**src/rtl/ps2_keyboard_rx.sv**
```systemverilog
// ps2_keyboard_rx: PS/2 device-to-host frame receiver with scan-code FIFO.
// Optional feature macro PS2_PREFIX_DECODE_EN folds E0/F0 prefixes into code_ext/code_brk.
module ps2_keyboard_rx #(
  parameter int CLK_HZ          = 25000000,
  parameter int FILTER_LEN      = 8,
  parameter int TIMEOUT_US      = 2000,
  parameter int FIFO_DEPTH_LOG2 = 3
) (
  input  logic                     clk,
  input  logic                     n_reset,
  input  logic                     ps2clk,
  input  logic                     ps2data,
  output logic                     code_valid,
  input  logic                     code_ready,
  output logic [7:0]               code,
  output logic                     code_ext,
  output logic                     code_brk,
  output logic                     frame_err,
  output logic                     overflow,
  output logic [FIFO_DEPTH_LOG2:0] fifo_level
);
  localparam int TIMEOUT_CYC = (CLK_HZ / 1000000) * TIMEOUT_US;
  localparam int TW          = $clog2(TIMEOUT_CYC + 1);
  localparam int DEPTH       = 1 << FIFO_DEPTH_LOG2;
  localparam int L           = FIFO_DEPTH_LOG2;

  typedef enum logic [1:0] {IDLE, DATA, PARITY, STOP} state_t;

  logic [1:0]    clk_sync_q, dat_sync_q;
  logic [3:0]    filt_cnt_q;
  logic          fclk_q, fclk_prev_q, fall, din, accept;
  state_t        state_q, state_d;
  logic [2:0]    bit_cnt_q, bit_cnt_d;
  logic [7:0]    shift_q, shift_d;
  logic          par_q, par_d;
  logic [TW-1:0] tmo_q, tmo_d;
  logic          err_q, err_d, push_q, push_d;
  logic [9:0]    push_data_q, push_data_d;
  logic          ext_q, ext_d, brk_q, brk_d;
  logic [9:0]    mem [DEPTH];
  logic [L:0]    wr_ptr_q, rd_ptr_q;
  logic          full, pop, wr_en;

  assign fall = fclk_prev_q & ~fclk_q;
  assign din  = dat_sync_q[1];

  // Synchronise both pins and only let the clock change after FILTER_LEN agreeing samples.
  always_ff @(posedge clk or negedge n_reset) begin
    if (!n_reset) begin
      clk_sync_q  <= 2'b11;
      dat_sync_q  <= 2'b11;
      filt_cnt_q  <= '0;
      fclk_q      <= 1'b1;
      fclk_prev_q <= 1'b1;
    end else begin
      clk_sync_q  <= {clk_sync_q[0], ps2clk};
      dat_sync_q  <= {dat_sync_q[0], ps2data};
      fclk_prev_q <= fclk_q;
      if (clk_sync_q[1] == fclk_q) filt_cnt_q <= '0;
      else if (filt_cnt_q == 4'(FILTER_LEN - 1)) begin
        fclk_q     <= clk_sync_q[1];
        filt_cnt_q <= '0;
      end else filt_cnt_q <= filt_cnt_q + 4'd1;
    end
  end

  // Frame deframer, timeout watchdog and prefix folding; produces one push or error pulse per frame.
  always_comb begin
    state_d     = state_q;
    bit_cnt_d   = bit_cnt_q;
    shift_d     = shift_q;
    par_d       = par_q;
    err_d       = 1'b0;
    push_d      = 1'b0;
    accept      = 1'b0;
    ext_d       = ext_q;
    brk_d       = brk_q;
    tmo_d       = (fall || state_q == IDLE) ? '0 : tmo_q + 1'b1;
    if (state_q != IDLE && !fall && tmo_q == TW'(TIMEOUT_CYC - 1)) begin
      state_d = IDLE;
      err_d   = 1'b1;
    end else if (fall) begin
      case (state_q)
        IDLE: begin
          state_d   = din ? IDLE : DATA;
          bit_cnt_d = '0;
        end
        DATA: begin
          shift_d   = {din, shift_q[7:1]};
          bit_cnt_d = bit_cnt_q + 3'd1;
          state_d   = (bit_cnt_q == 3'd7) ? PARITY : DATA;
        end
        PARITY: begin
          par_d   = din;
          state_d = STOP;
        end
        default: begin
          state_d = IDLE;
          accept  = din & (^{shift_q, par_q});
          err_d   = ~accept;
        end
      endcase
    end
    push_data_d = accept ? {brk_q, ext_q, shift_q} : push_data_q;
`ifdef PS2_PREFIX_DECODE_EN
    if (err_d) {ext_d, brk_d} = 2'b00;
    if (accept && shift_q == 8'hE0) ext_d = 1'b1;
    else if (accept && shift_q == 8'hF0) brk_d = 1'b1;
    else if (accept) begin
      push_d = 1'b1;
      ext_d  = 1'b0;
      brk_d  = 1'b0;
    end
`else
    ext_d  = 1'b0;
    brk_d  = 1'b0;
    push_d = accept;
`endif
  end

  // State registers for the deframer and the FIFO pointers.
  always_ff @(posedge clk or negedge n_reset) begin
    if (!n_reset) begin
      state_q     <= IDLE;
      bit_cnt_q   <= '0;
      shift_q     <= '0;
      par_q       <= 1'b0;
      tmo_q       <= '0;
      err_q       <= 1'b0;
      push_q      <= 1'b0;
      push_data_q <= '0;
      ext_q       <= 1'b0;
      brk_q       <= 1'b0;
      wr_ptr_q    <= '0;
      rd_ptr_q    <= '0;
    end else begin
      state_q     <= state_d;
      bit_cnt_q   <= bit_cnt_d;
      shift_q     <= shift_d;
      par_q       <= par_d;
      tmo_q       <= tmo_d;
      err_q       <= err_d;
      push_q      <= push_d;
      push_data_q <= push_data_d;
      ext_q       <= ext_d;
      brk_q       <= brk_d;
      wr_ptr_q    <= wr_ptr_q + (L + 1)'(wr_en);
      rd_ptr_q    <= rd_ptr_q + (L + 1)'(pop);
    end
  end

  // FIFO storage; contents need no reset because the head is masked while empty.
  always_ff @(posedge clk) begin
    if (wr_en) mem[wr_ptr_q[L-1:0]] <= push_data_q;
  end

  assign full       = wr_ptr_q == {~rd_ptr_q[L], rd_ptr_q[L-1:0]};
  assign code_valid = wr_ptr_q != rd_ptr_q;
  assign pop        = code_valid & code_ready;
  assign wr_en      = push_q & (~full | pop);
  assign overflow   = push_q & full & ~pop;
  assign frame_err  = err_q;
  assign fifo_level = wr_ptr_q - rd_ptr_q;
  assign {code_brk, code_ext, code} = code_valid ? mem[rd_ptr_q[L-1:0]] : 10'd0;
endmodule
```
**config.mk**
```make
export PLATFORM = sky130hd
export DESIGN_NAME = ps2_keyboard_rx
export DESIGN_NICKNAME = d
export VERILOG_FILES = /design/src/rtl/ps2_keyboard_rx.sv
export SDC_FILE = /design/constraint.sdc
export NUM_CORES = 1
export LEC_CHECK = 0
export ABC_AREA = 1
export BUFFER_PORTS_ARGS = -buffer_cell sky130_fd_sc_hd__buf_2
export CAP_MARGIN = 20
export CORE_MARGIN = 3
export CORE_UTILIZATION = 55
export DETAILED_ROUTE_END_ITERATION = 8
export PLACE_DENSITY_LB_ADDON = 0.08
export SLEW_MARGIN = 20
export SYNTH_ARGS = -nofsm -noshare
export SYNTH_HDL_FRONTEND = slang
export SYNTH_SLANG_ARGS = --single-unit
```
**constraint.sdc**
```tcl
create_clock -name clk -period 2.23 [get_ports clk]
set_clock_uncertainty 0.05 [all_clocks]
set_input_delay 0.3345 -clock clk [delete_from_list [all_inputs] [get_ports clk]]
set_output_delay 0.3345 -clock clk [all_outputs]
set_load 0.1 [all_outputs]
```
# [After elaboration in Yosys (flattened, before gate mapping)]
# Memories as Yosys holds them, arrays and structs flattened.
# Index checks and enable logic that the tools add are counted.
[totals] memories=1 regBits=58 wordCells=76 ramBits=64 out_inout_bits=17 in_bits=5
[classes] n_mux=18 reduce_logical=14 n_bitwise=14 n_eq_ne=8 add_sub_neg=6
[memory_table] memory="mem" depth=8 word_bits=8 read_ports=1 rd_clocked_by_memory_dff=0 write_ports=1 line_no="40" text="logic [9:0] mem [DEPTH];"
[op_table] operator="16-bit by 1-bit adder with 16-bit output (second input constant)" count=1
[op_table] operator="16-bit == test (second input constant)" count=1
[op_table] operator="16-bit 2-to-1 mux" count=1
[op_table] operator="10-bit 2-to-1 mux" count=1
[op_table] operator="1-bit 2-to-1 mux" count=9
[op_table] operator="3-bit AND reduction" count=3
[op_table] operator="9-bit parity" count=1
[op_table] operator="4-bit by 1-bit adder with 4-bit output" count=2
[op_table] operator="4-bit 2-to-1 mux" count=2
[op_table] operator="1-bit NOT" count=7
[op_table] operator="1-bit bitwise AND" count=6
[op_table] operator="2-bit 2-to-1 mux" count=3
[op_table] operator="2-bit case mux with 3 select lines" count=1
[op_table] operator="3-bit case mux with 2 select lines" count=1
[op_table] operator="2-bit nonzero test" count=3
[op_table] operator="4-bit by 1-bit adder with 4-bit output (second input constant)" count=1
[op_table] operator="4-bit by 3-bit == test with 1-bit output (second input constant)" count=1
[op_table] operator="4-bit == test" count=1
[op_table] operator="4-bit inequality test" count=1
[op_table] operator="4-bit subtractor" count=1
[op_table] operator="3-bit by 1-bit adder with 3-bit output (second input constant)" count=1
[op_table] operator="3-bit == test (second input constant)" count=1
[op_table] operator="3-bit OR reduction" count=1
[op_table] operator="2-bit by 1-bit == test with 1-bit output (second input constant)" count=1
[op_table] operator="other kinds (8)" count=9

# [Longest topological paths before layout]
# Gate-level depths: netlist of run 1.
[logic_depth] word_depth=7 mapped_depth=12 mapped_depth_nobuf=12

# [Worst setup path before layout of run 1]
# Ideal clock, no wire load.
[synth_path] path_kind="flip-flop to output port" startpoint="register rd_ptr_q[0]" endpoint="output port code[0]" n_path_buf=0 t_arrival_ps=3785 required_time_ps=1845 stages_incl_launch_ff=9 slack_ps=-1939 cell_sequence="dfrtp_1 > ha_1 > inv_1 > nor2_1 > inv_1 > nor2_1 > inv_1 > o21ai_0 > nor2_1"
[synth_between] elab_chain_cells=2 elab_cells_between_ends=3 cone_classes="1 x eq/ne; 1 x mux; 1 x memory"
[synth_rtl] element="start: declaration" line_no="41" text="logic [L:0] wr_ptr_q, rd_ptr_q;"
[synth_rtl] element="start signal: assignment" line_no="148" text="rd_ptr_q <= rd_ptr_q + (L + 1)'(pop);"
[synth_rtl] element="4-bit inequality test" line_no="158" text="assign code_valid = wr_ptr_q != rd_ptr_q;"
[synth_rtl] element="via code_valid" line_no="13" text="output logic code_valid,"
[synth_rtl] element="10-bit 2-to-1 mux" line_no="164" text="assign {code_brk, code_ext, code} = code_valid ? mem[rd_ptr_q[L-1:0]] : 10'd0;"
[synth_rtl] element="end: declaration" line_no="15" text="output logic [7:0] code,"
# The timed path passes the listed nets, and every way through them passes these cells.

# [Worst setup path in the final report of run 1]
[layout_path] startpoint="register rd_ptr_q[0]" endpoint="output port code[3]"
[layout_between] elab_chain_cells=2 elab_cells_between_ends=3 cone_classes="1 x eq/ne; 1 x mux; 1 x memory"
[layout_rtl] element="memory 8 x 8 bit or 4-bit inequality test (tied branches)"
[layout_rtl] element="10-bit 2-to-1 mux (*)" line_no="164"
# Mark *: on every way between the ends. The rest lies on a longest branch, timed or not.

==> results.ini, run 1 <==
[cts]
root_buffer = clkbuf_8
clk_pin_slew_worst_paths_ns = 0.06
cts.path.max_buffers = 2
cts_sinks = 122
htreeDepth = 4
cts_tree = built
clock_latency_ns = 0.51
cts_buffers = 17

[critical_path]
worstPathRequired_ns = 1.85
cp_num_buf_inv = 5
critPathMaxStageDelay_ns = 0.43
crit_family = buffers and inverters
crit_path_end_kind = output port
r2r_start = rd_ptr_q[1]
critPathLaunchType = flop
setup.worst_path.class = reg2out
crit_slowest_cell = dfrtp_2
cp_max_fo = 9
critPathLaunch = rd_ptr_q[0]
crit_chain = ha_4 > clkinvlp_4 > nor2_4 > inv_2 > nor2_4 > clkinvlp_4 > buf_12 > o21ai_2 > nor2_4 > buf_12
cp.arrival_ns = 2.20
cpMostUsedCell = nor2_4

[floorplanning]
die_w_um = 105
row_count = 35
core-area_mm2 = 0.00942
die_h_um = 105
die_area_mm2 = 0.0111
initial_core_util = 0.574
io_pins = 22

[global_route]
grt_pass1_vias = 3889
gr-total-overflow = 0
antenna_found_initial = 0
grt_usage = 0.226
grt_pass1_wl_um = 19400
grt_start_max_net_pins = 34

[job]
maxCapViolCount = 0

[outcome]
violations = negative setup slack
status = complete, but fails checks

[timing]
hold_viol = 0
max_freq_ghz = 0.387
fin_hold_ws_ns = 0.228
period_share = 1.16
period_needed_ns = 2.58
worst_slack_ns = -0.353
fin_tns_setup_ns = -3.39
setup_viol = 13
grt_setup_unrepaired = yes
slew_violations = 0

[power_and_ir_drop]
p_per_area_mw_per_mm2 = 1450
leakagePower_nw = 2.96
peakVddDrop_uv = 1240
p_total_mw = 10.0

[placed_design]
post-dp-hpwl_um = 7830
portBuffers = 19
gp_congestion = 0.885
pre_cts_ws_ns = 0.0474

[synthesis]
synthAdderAreaFrac = 0.0292
synth_edf_count = 64
synth_ff_type = edfxtp_1
syn_avg_cell_area_um2 = 10.3
synth_top_family_by_area = simple AND/OR/NAND/NOR gates
synth_top_cell_by_area = edfxtp_1
synth-seq-cells = 122
yosysWarnings = 0
synthCells = 526
synth-xor-area-share = 0.0178
synthTopCellsByArea = edfxtp_1, dfrtp_1, nor2_1
netlist.area_leader.share = 0.355
syn_area_mm2 = 0.00541
synthArstFlopShare = 0.475
synthMuxAreaShare = 0.00208
synth-seq-area-share = 0.625
synth_cell_type_count = 37
synth_compound_area_frac = 0.0889
synthSimpleGateAreaFrac = 0.191

[layout]
multiInputGateArea_mm2 = 0.00204
antenna_cells = 0
fill_cells = 641
regArea_mm2 = 0.00338
drive_gt1_frac = 0.266
area_growth_pct = 27.9
finish.net_count = 602

[min_path]
hold_path_class = in2async

[route]
wl_per_cell_um = 16.0
antenna_violating_nets_post_route = 0
vias = 3942
routed_wl_um = 11700
routed_via_density = 5.42
drt_iter0_markers = 212
drc_errors = 0
drtPass1Iterations = 5

-- cells in the final DEF, fill, tap and decap left out, types with 3 or more instances in the layout --
cell type / n
nor2_2: 10
ha_1: 7
nand2_2: 5
xor2_1: 4
nand4_1: 9
o21ai_1: 3
xnor2_1: 5
clkbuf_16: 16
dfrtp_1: 50
nand3_1: 22
inv_1: 39
inv_6: 5
a21oi_1: 10
ha_4: 3
buf_12: 15
o22ai_1: 16
nand2_1: 83
inv_2: 8
buf_4: 25
buf_6: 3
nor2_4: 19
edfxtp_1: 64
nor3_1: 4
dfstp_2: 6
o21ai_2: 9
buf_2: 6
nor2_1: 67
o21ai_0: 47
dlygate4sd3_1: 3
clkinvlp_4: 10
-- repair_timing --
| action | in CTS | in global routing |
|---|---|---|
| endpoints found under the setup margin | 13 | 13 |
| pin swaps | 6 | 5 |
| hold buffers | 3 | 0 |
| setup buffers | 6 | 2 |
| endpoints found under the hold margin | 17 | 0 |
| gates resized for setup | 10 | 6 |
| cloned | 0 | 0 |
-- worst register-to-register path, stage by stage, from the launching register on --
cell and delay (ns):
dfrtp_2 0.42, inv_2 0.09, ha_4 0.20, nand2_4 0.08
nor2_4 0.05, buf_4 0.13, a31oi_2 0.25, nand2_1 0.09
buf_4 0.18, nor2_2 0.09, buf_4 0.19
-- stage by stage --
stage	util	instances	instance area, um2
after global routing	0.734	727	6920
after floorplan	-	527	5620
after detailed placement	0.657	684	6190
after CTS	0.729	725	6870
after global placement	0.657	684	6190
final	0.734	727	6920
-- state kept, by name (all words and copies together), names as in the netlist --
signal       flops
bit_cnt_q        3
clk_sync_q       2
dat_sync_q       2
fclk_prev_q      1
fclk_q           1
filt_cnt_q       4
frame_err        1
mem             64
par_q            1
push_data_q      8
push_q           1
rd_ptr_q         4
shift_q          8
state_q          2
tmo_q           16
wr_ptr_q         4
-- where the power goes --
group	switching (mW)	leakage, nW	internal (mW)
logic	3.13	1.24	1.69
registers	0.137	1.48	2.51
clock network	1.04	0.246	1.49
-- cells by family after synthesis --
family | count (synthesis)
AO/OA/AOI/OAI | 90
other | 1
XOR/XNOR | 11
AND/OR/NAND/NOR | 227
flip-flops | 122
buffers and inverters | 62
multiplexers | 1
adder cells (fa/ha/maj) | 12
-- path summary, 6_finish.rpt --
kind,depth (start not counted),end,slack [ns]
min,2,filt_cnt_q[0],0.23
max,10,code[3],-0.35
max reg2reg,10,mem[3][7],0.12
min in group clk,0,dat_sync_q[1],0.31
min reg2reg,0,dat_sync_q[1],0.31
max in group asynchronous,3,rd_ptr_q[0],1.31
-- layer usage --
metal  global-route usage  vias up  share of wire
li1                     -     1902              -
met4               0.0872        0          0.015
met1                0.306     1914           0.44
met5                    0        -              0
met3               0.0439       19          0.048
met2                0.364      107           0.50
-- area by class of cell --
cell class / count / area share
flip-flops and latches: 122 / 0.489
repair buffers: 52 / 0.0841
clock inverters: 15 / 0.0206
multi-input cells: 343 / 0.295
clock buffers: 17 / 0.0599
inverters: 49 / 0.0277
well taps: 129 / 0.0233
-- synth_stat cells (7+ instances only) --
cell,n
nor2_1,87
nand2_1,84
edfxtp_1,64
o21ai_0,55
dfrtp_1,52
inv_1,47
nand3_1,22
o22ai_1,16
a21oi_1,11
ha_1,11
clkbuf_1,9
nand4_1,9
xnor2_1,7
Power figures use the tool's default switching activity.
==> run 2: changes to the inputs <==
--- a/config.mk
+++ b/config.mk
@@ -11,7 +11,7 @@
 export CORE_MARGIN = 3
 export CORE_UTILIZATION = 55
 export DETAILED_ROUTE_END_ITERATION = 8
-export PLACE_DENSITY_LB_ADDON = 0.08
+export PLACE_DENSITY = 0.79
 export SLEW_MARGIN = 20
 export SYNTH_ARGS = -nofsm -noshare
 export SYNTH_HDL_FRONTEND = slang
==> run 2 against run 1 <==
  * The flow still finishes with violations (negative setup slack)
  * Hold slack lost 0.062 ns
  * Sequential power barely moved
  * Critical path depth stayed put
  * Largest cell class unchanged
  * Largest power group unchanged
  * Highest routed layer unchanged
==> results.ini, run 2 (synthesized netlist as in run 1, its figures left out) <==
[outcome]
status = complete, but fails checks
violations = negative setup slack

[layout]
final_common_cell = nand2_1
stdcell_area_mm2 = 0.00703  ; +1.7%
antenna_cells = 0  ; unchanged
finish.net_count = 603  ; +0.17%
drive_gt1_frac = 0.274  ; +0.00790
fill_cells = 540  ; -16%
final_util = 0.747  ; +0.0122
area_growth_pct = 30.0
layout_common_cells = nand2_1, nor2_1, edfxtp_1
regArea_mm2 = 0.00338  ; unchanged
multiInputGateArea_mm2 = 0.00209  ; +2.2%
largest_reg_flops = 64  ; unchanged

[critical_path]
crit_slowest_cell = dfrtp_1
crit_family = buffers and inverters
crit_path_end_kind = output port
setup.worst_path.class = reg2out
cp_max_fo = 9  ; unchanged
critPathMaxStageDelay_ns = 0.42  ; about the same
cp_num_buf_inv = 4  ; -1
critPathLaunchType = flop
cpMostUsedCell = nor2_4
worstPathRequired_ns = 1.85  ; about the same
cp.arrival_ns = 2.25  ; +0.05 ns
crit_chain = ha_4 > nand2_4 > nor2_4 > inv_2 > nor2_4 > clkinvlp_4 > buf_12 > o21ai_4 > nor2_4 > buf_12

[placed_design]
post-dp-hpwl_um = 7720  ; -1.4%
portBuffers = 19  ; unchanged
place_area_mm2 = 0.00607  ; -1.9%
pre_cts_ws_ns = -0.0671  ; -0.115 ns
gp_congestion = 0.873  ; -1.4%

[global_route]
grt_pass1_vias = 4189  ; +7.7%
grt_usage = 0.239  ; +0.0125
gr-total-overflow = 0  ; unchanged
grt_start_max_net_pins = 32  ; -5.9%
grt_pass1_wl_um = 20500  ; +5.9%
antenna_found_initial = 0  ; unchanged

[floorplanning]
core-area_mm2 = 0.00942  ; unchanged
initial_core_util = 0.574  ; unchanged
die_area_mm2 = 0.0111  ; unchanged
io_pins = 22  ; unchanged
die_h_um = 105  ; unchanged
die_w_um = 105  ; unchanged
row_count = 35  ; unchanged

[min_path]
hold_path_class = in2async

[power_and_ir_drop]
p_total_mw = 10.5  ; +4.6%
netSwitchingFraction = 0.435  ; +0.00330
power.switching_mw = 4.55  ; +5.4%
combPwrFrac = 0.483  ; about the same
p_per_area_mw_per_mm2 = 1490  ; +2.9%
peakVddDrop_uv = 1190  ; -4.1%
leakagePower_nw = 3.03  ; +2.2%
intPower_mw = 5.92  ; +4.0%
clkPwrFrac = 0.264  ; +0.011
pwr-share-seq = 0.253  ; -0.011

[route]
drt_iter0_markers = 425  ; +100%
routed_via_density = 5.76  ; +6.2%
routed_wl_um = 13300  ; +14%
drtPass1Iterations = 5  ; unchanged
drc_errors = 0  ; unchanged
antenna_violating_nets_post_route = 0  ; unchanged
vias = 4194  ; +6.4%
wl_per_cell_um = 18.2  ; +14%

[job]
maxCapViolCount = 0  ; unchanged

[cts]
cts_tree = built
root_buffer = clkbuf_8
clock_latency_ns = 0.54  ; +0.03 ns
clk_pin_slew_worst_paths_ns = 0.06  ; about the same
cts_sinks = 122  ; unchanged
htreeDepth = 4  ; unchanged
cts.path.max_buffers = 2  ; unchanged
cts_buffers = 17  ; unchanged

[timing]
max_freq_ghz = 0.380  ; -1.9%
worst_slack_ns = -0.404  ; -0.0509 ns
hold_viol = 0  ; unchanged
period_share = 1.18  ; +0.0228
setup_viol = 18  ; +5
slew_violations = 0  ; unchanged
grt_setup_unrepaired = yes
period_needed_ns = 2.63  ; +0.0509 ns

## run 2: final timing paths
kind | start | cells past startpoint | slack, ns | endpoint
min | n_reset | 2 | 0.17 | filt_cnt_q[1]
min in group clk | clk_sync_q[0] | 0 | 0.31 | clk_sync_q[1]
min reg2reg | clk_sync_q[0] | 0 | 0.31 | clk_sync_q[1]
max | wr_ptr_q[2] | 10 | -0.40 | code[0]
max reg2reg | rd_ptr_q[1] | 10 | 0 | mem[3][3]
max in group asynchronous | n_reset | 3 | 1.32 | dat_sync_q[1]
## run 2: routing by layer
| metal | track usage | vias up | wire length (um) |
|---|---|---|---|
| met1 | 0.295 | 2043 | 5150 |
| met3 | 0.0593 | 36 | 937 |
| met4 | 0.0947 | 0 | 291 |
| met2 | 0.404 | 210 | 6900 |
| li1 | - | 1905 | - |
| met5 | 0 | - | 0 |
## run 2: layout make-up
cell class,count,share of cell area
multi-input cells,343,0.297
well taps,129,0.0230
repair buffers,53,0.0868
inverters,49,0.0276
clock buffers,17,0.0589
flip-flops and latches,122,0.481
clock inverters,15,0.0258
## run 2: repair_timing
action                                  4_1_cts  5_1_grt
pin swaps                                     3       10
hold endpoints to repair                     14        0
gates cloned                                  0        0
hold buffers                                  3        0
setup buffers                                 4        6
endpoints found under the setup margin       13       77
resized for setup                            34       23
## run 2: power groups by stage
stage | sequential, mW | clock (mW) | combinational, mW
6_report | 2.65 | 2.77 | 5.05
5_1_grt | 2.66 | 2.90 | 5.30
4_1_cts | 2.64 | 2.75 | 4.85
3_5_place_dp | 2.69 | 0 | 4.24
3_3_place_gp | 2.67 | 0 | 4.15
2_1_floorplan | 2.68 | 0 | 3.23
## run 2: stage by stage
step	std cells	setup TNS [ns]	hold WS, ns
2_1_floorplan	527	-8.18	-0.0111
6_report	728	-4.27	0.166
4_1_cts	722	-4.23	0.168
5_1_grt	728	-6.56	0.185
3_3_place_gp	683	0	0.182
3_5_place_dp	683	-0.427	0.185
